<file path="config.mk">
export PLATFORM = sky130hd
export DESIGN_NAME = tdm_demux
export DESIGN_NICKNAME = d
export VERILOG_FILES = /design/src/rtl/tdm_pkg.sv /design/src/rtl/tdm_slot_counter.sv /design/src/rtl/tdm_demux.sv
export SDC_FILE = /design/constraint.sdc
export NUM_CORES = 1
export LEC_CHECK = 0
export CAP_MARGIN = 5
export CORE_MARGIN = 2
export CORE_UTILIZATION = 42
export CTS_CLUSTER_DIAMETER = 30
export DETAILED_ROUTE_END_ITERATION = 10
export PLACE_DENSITY = 0.74
export SETUP_SLACK_MARGIN = 0.5
export SLEW_MARGIN = 30
export SYNTH_ARGS = -nofsm -noshare
export SYNTH_HDL_FRONTEND = slang
export SYNTH_SLANG_ARGS = --single-unit
export TNS_END_PERCENT = 20
</file>
<file path="constraint.sdc">
create_clock -name clk -period 1.8 [get_ports clk]
set_clock_uncertainty 0.2 [all_clocks]
set_input_delay 0.54 -clock clk [delete_from_list [all_inputs] [get_ports clk]]
set_output_delay 0.54 -clock clk [all_outputs]
set_load 0.005 [all_outputs]
</file>
<file path="src/rtl/tdm_pkg.sv">
// Shared definitions for the 4-slot TDM link (demux now, tdm_mux transmitter later).
// Latency: n/a. Backpressure: n/a.
package tdm_pkg;

    localparam int DEF_N_CH = 4;

    localparam logic ST_HUNT   = 1'b0;
    localparam logic ST_LOCKED = 1'b1;

    function automatic int slot_w(input int n_ch);
        return $clog2(n_ch);
    endfunction

    localparam int SLOT_W = slot_w(DEF_N_CH);

endpackage

</file>
<file path="src/rtl/tdm_slot_counter.sv">
// Modulo-N_CH slot counter with sync clear, load-to-1 (sync/resync) and increment enable.
// Latency: count registered, wrap_o combinational from count and inc_i. Backpressure: none.
module tdm_slot_counter
    import tdm_pkg::*;
#(
    parameter int N_CH = DEF_N_CH,
    parameter int SW   = slot_w(DEF_N_CH)
) (
    input  logic          clk_i,
    input  logic          clr_i,
    input  logic          load1_i,
    input  logic          inc_i,
    output logic [SW-1:0] cnt_o,
    output logic          wrap_o
);

    localparam logic [SW-1:0] LAST = SW'(N_CH - 1);
    localparam logic [SW-1:0] ONE  = SW'(1);

    logic [SW-1:0] cnt_q;
    logic [SW-1:0] cnt_d;

    always_comb begin
        cnt_d = cnt_q;
        if (load1_i) begin
            cnt_d = ONE;
        end else if (inc_i) begin
            cnt_d = (cnt_q == LAST) ? '0 : cnt_q + ONE;
        end
    end

    always_ff @(posedge clk_i) begin
        if (clr_i) begin
            cnt_q <= '0;
        end else begin
            cnt_q <= cnt_d;
        end
    end

    assign cnt_o  = cnt_q;
    assign wrap_o = inc_i && (cnt_q == LAST);

endmodule

</file>
<file path="src/rtl/tdm_demux.sv">
// TDM receive demux: steers one sample per valid beat into per-channel holding registers.
// Latency: 1 cycle, all outputs registered. Backpressure: none; optional TDM_SYNC_CHECK_EN resync.
module tdm_demux
    import tdm_pkg::*;
#(
    parameter int WIDTH = 1,
    parameter int N_CH  = DEF_N_CH
) (
    input  logic                       clk,
    input  logic                       rst,
    input  logic [WIDTH-1:0]           din,
    input  logic                       din_valid,
    input  logic                       frame_sync,
    output logic [N_CH*WIDTH-1:0]      ch_out,
    output logic [N_CH-1:0]            ch_valid,
    output logic                       frame_done,
    output logic [$clog2(N_CH)-1:0]    sel,
    output logic                       locked,
    output logic                       sync_err
);

    localparam int SW = slot_w(N_CH);

    logic                        state_q, state_d;
    logic [N_CH-1:0][WIDTH-1:0]  ch_q;
    logic [N_CH-1:0]             ch_valid_q, ch_valid_d;
    logic                        frame_done_q, frame_done_d;
    logic                        sync_err_q;
    logic                        frame_ok_q, frame_ok_d;

    logic                        hunt_sync;
    logic                        locked_beat;
    logic                        resync;
    logic                        normal_beat;
    logic                        wr_en;
    logic [SW-1:0]               wr_idx;
    logic [SW-1:0]               slot;
    logic                        slot_wrap;

    assign hunt_sync   = (state_q == ST_HUNT) && din_valid && frame_sync;
    assign locked_beat = (state_q == ST_LOCKED) && din_valid;

`ifdef TDM_SYNC_CHECK_EN
    assign resync = locked_beat && frame_sync && (slot != '0);
`else
    assign resync = 1'b0;
`endif

    assign normal_beat = locked_beat && !resync;
    assign wr_en       = hunt_sync || locked_beat;
    assign wr_idx      = (hunt_sync || resync) ? '0 : slot;

    tdm_slot_counter #(
        .N_CH (N_CH),
        .SW   (SW)
    ) u_slot_counter (
        .clk_i   (clk),
        .clr_i   (rst),
        .load1_i (hunt_sync || resync),
        .inc_i   (normal_beat),
        .cnt_o   (slot),
        .wrap_o  (slot_wrap)
    );

    // A frame only counts as complete if its slot 0 came from a sync in HUNT or a clean wrap.
    always_comb begin
        state_d      = state_q;
        frame_ok_d   = frame_ok_q;
        ch_valid_d   = '0;
        frame_done_d = 1'b0;
        if (hunt_sync) begin
            state_d    = ST_LOCKED;
            frame_ok_d = 1'b1;
        end else if (resync) begin
            frame_ok_d = 1'b0;
        end else if (normal_beat && (slot == '0)) begin
            frame_ok_d = 1'b1;
        end
        if (wr_en) begin
            ch_valid_d[wr_idx] = 1'b1;
        end
        frame_done_d = normal_beat && slot_wrap && frame_ok_q;
    end

    always_ff @(posedge clk) begin
        if (rst) begin
            state_q      <= ST_HUNT;
            ch_q         <= '0;
            ch_valid_q   <= '0;
            frame_done_q <= 1'b0;
            sync_err_q   <= 1'b0;
            frame_ok_q   <= 1'b0;
        end else begin
            state_q      <= state_d;
            ch_valid_q   <= ch_valid_d;
            frame_done_q <= frame_done_d;
            sync_err_q   <= resync;
            frame_ok_q   <= frame_ok_d;
            if (wr_en) begin
                ch_q[wr_idx] <= din;
            end
        end
    end

    assign ch_out     = ch_q;
    assign ch_valid   = ch_valid_q;
    assign frame_done = frame_done_q;
    assign sel        = slot;
    assign locked     = (state_q == ST_LOCKED);
    assign sync_err   = sync_err_q;

endmodule

</file>
# [Yosys cells after proc, flatten, opt, wreduce, memory -nomap -nowiden]
# Cells that the tools add are included.
[op_classes] n_addsub=1 order_cmp=2 eq_ne=1 muxes=9 n_bitwise=2 reduce_logical=14
[op_table] op="logical AND 1 bit" count=8
[op_table] op="two-way mux 1 bit" count=5
[op_table] op="bitwise mux 4 bit" count=1
[op_table] op="two-way mux 2 bit" count=2
[op_table] op="nonzero test 2 bit" count=2
[op_table] op="OR reduction 2 bit" count=2
[op_table] op="less-than comparator 2 x 3 -> 1 bit, second input constant" count=1
[op_table] op="adder 2 x 1 -> 2 bit, second input constant" count=1
[op_table] op="demux 1 bit (select 2 bit)" count=1
[op_table] op="equality test 2 bit, second input constant" count=1
[op_table] op="greater-or-equal comparator 2 x 1 -> 1 bit, second input constant" count=1
[op_table] op="logical NOT 2 bit" count=1
[op_table] op="inverter 1 bit" count=2
[op_table] op="logical OR 1 bit" count=1
[word_totals] ff_bits=13 inputBits=5 elab_cells=39

# [Depth between registers and ports, before layout]
[depth] depth_word=9 depth_mapped=6 depth_no_buf=5

# [Cells and area by module]
# A second synthesis with hierarchy kept.
[unflattened] hier_cells=54 hier_area_um2=510.5
[modules_own_cells] module="tdm_demux" instances=1 cells_per_inst=44 area_each_um2=411.6 seq_area_each_um2=220.2
[modules_own_cells] module="tdm_slot_counter" instances=1 cells_per_inst=10 area_each_um2=98.8 seq_area_each_um2=40.0

# [Least setup slack after synthesis]
# Ideal clock, no wire load.
[synth_path] path_type="register to register" startpoint="register u_slot_counter.cnt_q[0], in the netlist u_slot_counter.cnt_o[0]" endpoint="register frame_ok_q" setup_ps=125 arrival_ps=1149 required_ps=1475 path_slack_ps=326 path_stages_with_launch=7 period_less_slack_ps=1474 path_cell_list="dfxtp_1 -> buf_6 -> inv_1 -> ha_1 -> mux2_2 -> a21oi_1 -> nor2_1"
[synth_via] elab_chain_cells=3
[synth_rtl] item="start, declared" line_no="tdm_slot_counter.sv:20" text="logic [SW-1:0] cnt_q;"
[synth_rtl] item="start signal, assigned" line_no="tdm_slot_counter.sv:36" text="cnt_q <= cnt_d;"
[synth_rtl] item="logical NOT 2 bit" line_no="tdm_demux.sv:76" text="end else if (normal_beat && (slot == '0)) begin"
[synth_rtl] item="logical AND 1 bit" line_no="tdm_demux.sv:76"
[synth_rtl] item="nonzero test 2 bit (no line)"
[synth_rtl] item="end signal, assigned" line_no="tdm_demux.sv:98" text="frame_ok_q <= frame_ok_d;"
[synth_rtl] item="end, declared" line_no="tdm_demux.sv:29" text="logic frame_ok_q, frame_ok_d;"
# No other way between the ends.
# A chain may end at the register's enable or synchronous reset.

# [Worst setup path in the final report]
[layout_path] startpoint="register u_slot_counter.cnt_q[1], in the netlist u_slot_counter.cnt_o[1]" endpoint="output sel[1]"
[layout_lines] item="end, declared" line_no="tdm_demux.sv:17" text="output logic [$clog2(N_CH)-1:0] sel,"
# No word-level cell between the ends.

==> results.ini <==
[synthesis]
synth_area_per_cell_um2=9.64
yosys_register_bits=13
synth.yosys.seq_area_share=0.465
syn_inst=58
syn_area_um2=559
ys.warnings.count=0
synth.net_count=65
ys_types=24

[timing]
finalCriticalPeriod_ns=1.46
finalCritPeriodShare=0.811
max_freq_mhz=685
hold_viol_final=0
finalSetupViolations=0
rsz0062_at_grt=true
fin_ws_ns=0.341
slew_violations=0

[pwr]
vdd_drop_max_mv=0.369
power.density_nw_per_um2=735
power.leakage_nw=0.406
power_uw=608

[min_path]
min_path_type=flip-flop to flip-flop

[routing]
wl_um=1250
avgRoutedWirePerCell_um=12.5
ant_nets=0
dr.pass1.iters=3
vias=506
avgViaCountPerCell=5.06
drc=0
initialDrtViolationCount=9

[setup_path]
rrSetupSlack_ns=0.36
cp.required_ns=1.06
cp_slowest_stage_delay_ns=0.33
crit_family=flip-flops
arrival_ns=0.72
r2r_cells=7
r2r-end=frame_ok_q
path_class=flip-flop to output pin
regToRegStartpoint=u_slot_counter.cnt_o[0]
startpoint=u_slot_counter.cnt_o[1]
crit_buf_inv=1
crit_path_start_kind=flip-flop
endpoint_kind=output pin
cp_slowest_cell=dfxtp_2
critical_path.max_fanout=2
path_depth=1
crit_chain=buf_2
crit_path_end=sel[1]

[floorplanning]
die_h_um=40.5
die_w_um=40.5
initial_core_util=0.441
core-area_um2=1270
num_rows=13
die_area_um2=1640
ios=18

[cells_and_area]
num_antenna_cells=0
utilization=0.652
mostFrequentLayoutCell=buf_2
finalNetCount=93
syn_to_final_growth_pct=47.9
final_cell_mix=buf_2 (12), nor2_1 (8), buf_4 (8), dfxtp_2 (7), dfxtp_1 (6)
drive_gt1_frac=0.494

[global_routing]
grt_pass1_vias=412
grt_usage=0.152
grt_start_max_net_pins=13
gr-total-overflow=0
antenna_found_initial=0
grt_pass1_wl_um=1660

[clocking]
numCtsBuffers=3
htreeDepth=1
clockBufferDepth=2
clock-sinks=13
clkTransAtPathRegs_ns=0.08
clock-root-buffer=clkbuf_4
hold_buffers=0
insertion_delay_ns=0.27
cts_tree=yes

[place]
dp_slack_ns=-0.146
dp_hpwl_um=823
gp_congestion=0.830
port_buffers=16

[flow_run]
drv_cap=0

[run_status]
outcome=completed

## area by class of cell
| cell class | instances | area [um^2] |
|---|---|---|
| fill | 117 | 442 |
| multi-input combinational | 38 | 282 |
| sequential | 13 | 269 |
| timing repair buffer | 28 | 219 |
| clock buffer | 4 | 26.3 |
| tap | 15 | 18.8 |
| inverter | 2 | 12.5 |
## cells by family after synthesis
group / synth area share
AND/OR/NAND/NOR: 0.237
flip-flops: 0.465
multiplexers: 0.0559
adder cells (fa/ha/maj): 0.0447
other: 0.00670
buffers and inverters: 0.0805
AO/OA/AOI/OAI: 0.110
## sequential cells by signal, indices dropped and copies added, names as in the netlist
name,flops
ch_out,4
frame_done,1
u_slot_counter.cnt_o,2
frame_ok_q,1
locked,1
ch_valid,4
## worst register-to-register path, stage by stage, from the launching register on
cell     delay, ns
dfxtp_2       0.34
buf_6         0.11
buf_8         0.12
inv_6         0.04
ha_4          0.14
mux2_4        0.25
a21oi_2       0.12
nor2_1        0.04
## stage by stage
stage	hold slack [ns]	cells	instance area (um^2)	setup TNS (ns)
2_1_floorplan	0.238	58	584	0
3_3_place_gp	0.261	91	778	-0.744
3_5_place_dp	0.273	91	778	-1.04
4_1_cts	0.283	97	778	0
5_1_grt	0.306	100	827	0
6_report	0.279	100	827	0
## power by group
part           internal, mW  switching, mW
clock network        0.0856         0.0947
registers             0.298        0.00465
logic                0.0714         0.0533
total                 0.455          0.153
## Yosys cell counts
cell / count / share of area
ha_1: 2 / 0.045
mux2i_1: 2 / 0.036
dfxtp_1: 13 / 0.47
nand4_1: 1 / 0.011
clkbuf_1: 1 / 0.0067
nand4b_1: 2 / 0.031
nor2_1: 8 / 0.054
buf_4: 3 / 0.040
inv_1: 2 / 0.013
a21oi_1: 3 / 0.027
buf_6: 1 / 0.020
mux2_2: 1 / 0.020
nand3b_1: 2 / 0.027
a41oi_2: 1 / 0.029
a32oi_1: 1 / 0.016
conb_1: 1 / 0.0067
nand2_1: 1 / 0.0067
and3b_1: 2 / 0.031
a31oi_1: 1 / 0.011
o21ai_0: 3 / 0.027
nand2b_1: 3 / 0.034
nand3_1: 1 / 0.0089
or2_1: 1 / 0.011
and3_1: 2 / 0.022
## worst min-delay path by stage
stage               startpoint    endpoint  slack [ns]  cells after the start
global placement    frame_ok_q  frame_ok_q        0.26                      2
CTS                  ch_out[2]   ch_out[2]        0.28                      2
floorplan           frame_ok_q  frame_ok_q        0.24                      2
detailed placement  frame_ok_q  frame_ok_q        0.27                      2
finish               ch_out[3]   ch_out[3]        0.28                      2
global route         ch_out[2]   ch_out[2]        0.31                      2
## routing by layer
metal  GRT usage  part of all wire
met5           0                 0
met4      0.0417                 0
met3      0.0333             0.044
met2       0.242              0.51
met1       0.203              0.44
## timing repair
item | CTS | global route
pin swaps | 0 | 1
hold endpoints to repair | 0 | 0
gates cloned | 0 | 1
resized for setup | 59 | 8
setup endpoints to repair | 25 | 23
setup buffers | 2 | 2
No activity file was read; power rests on OpenSTA's default activity.
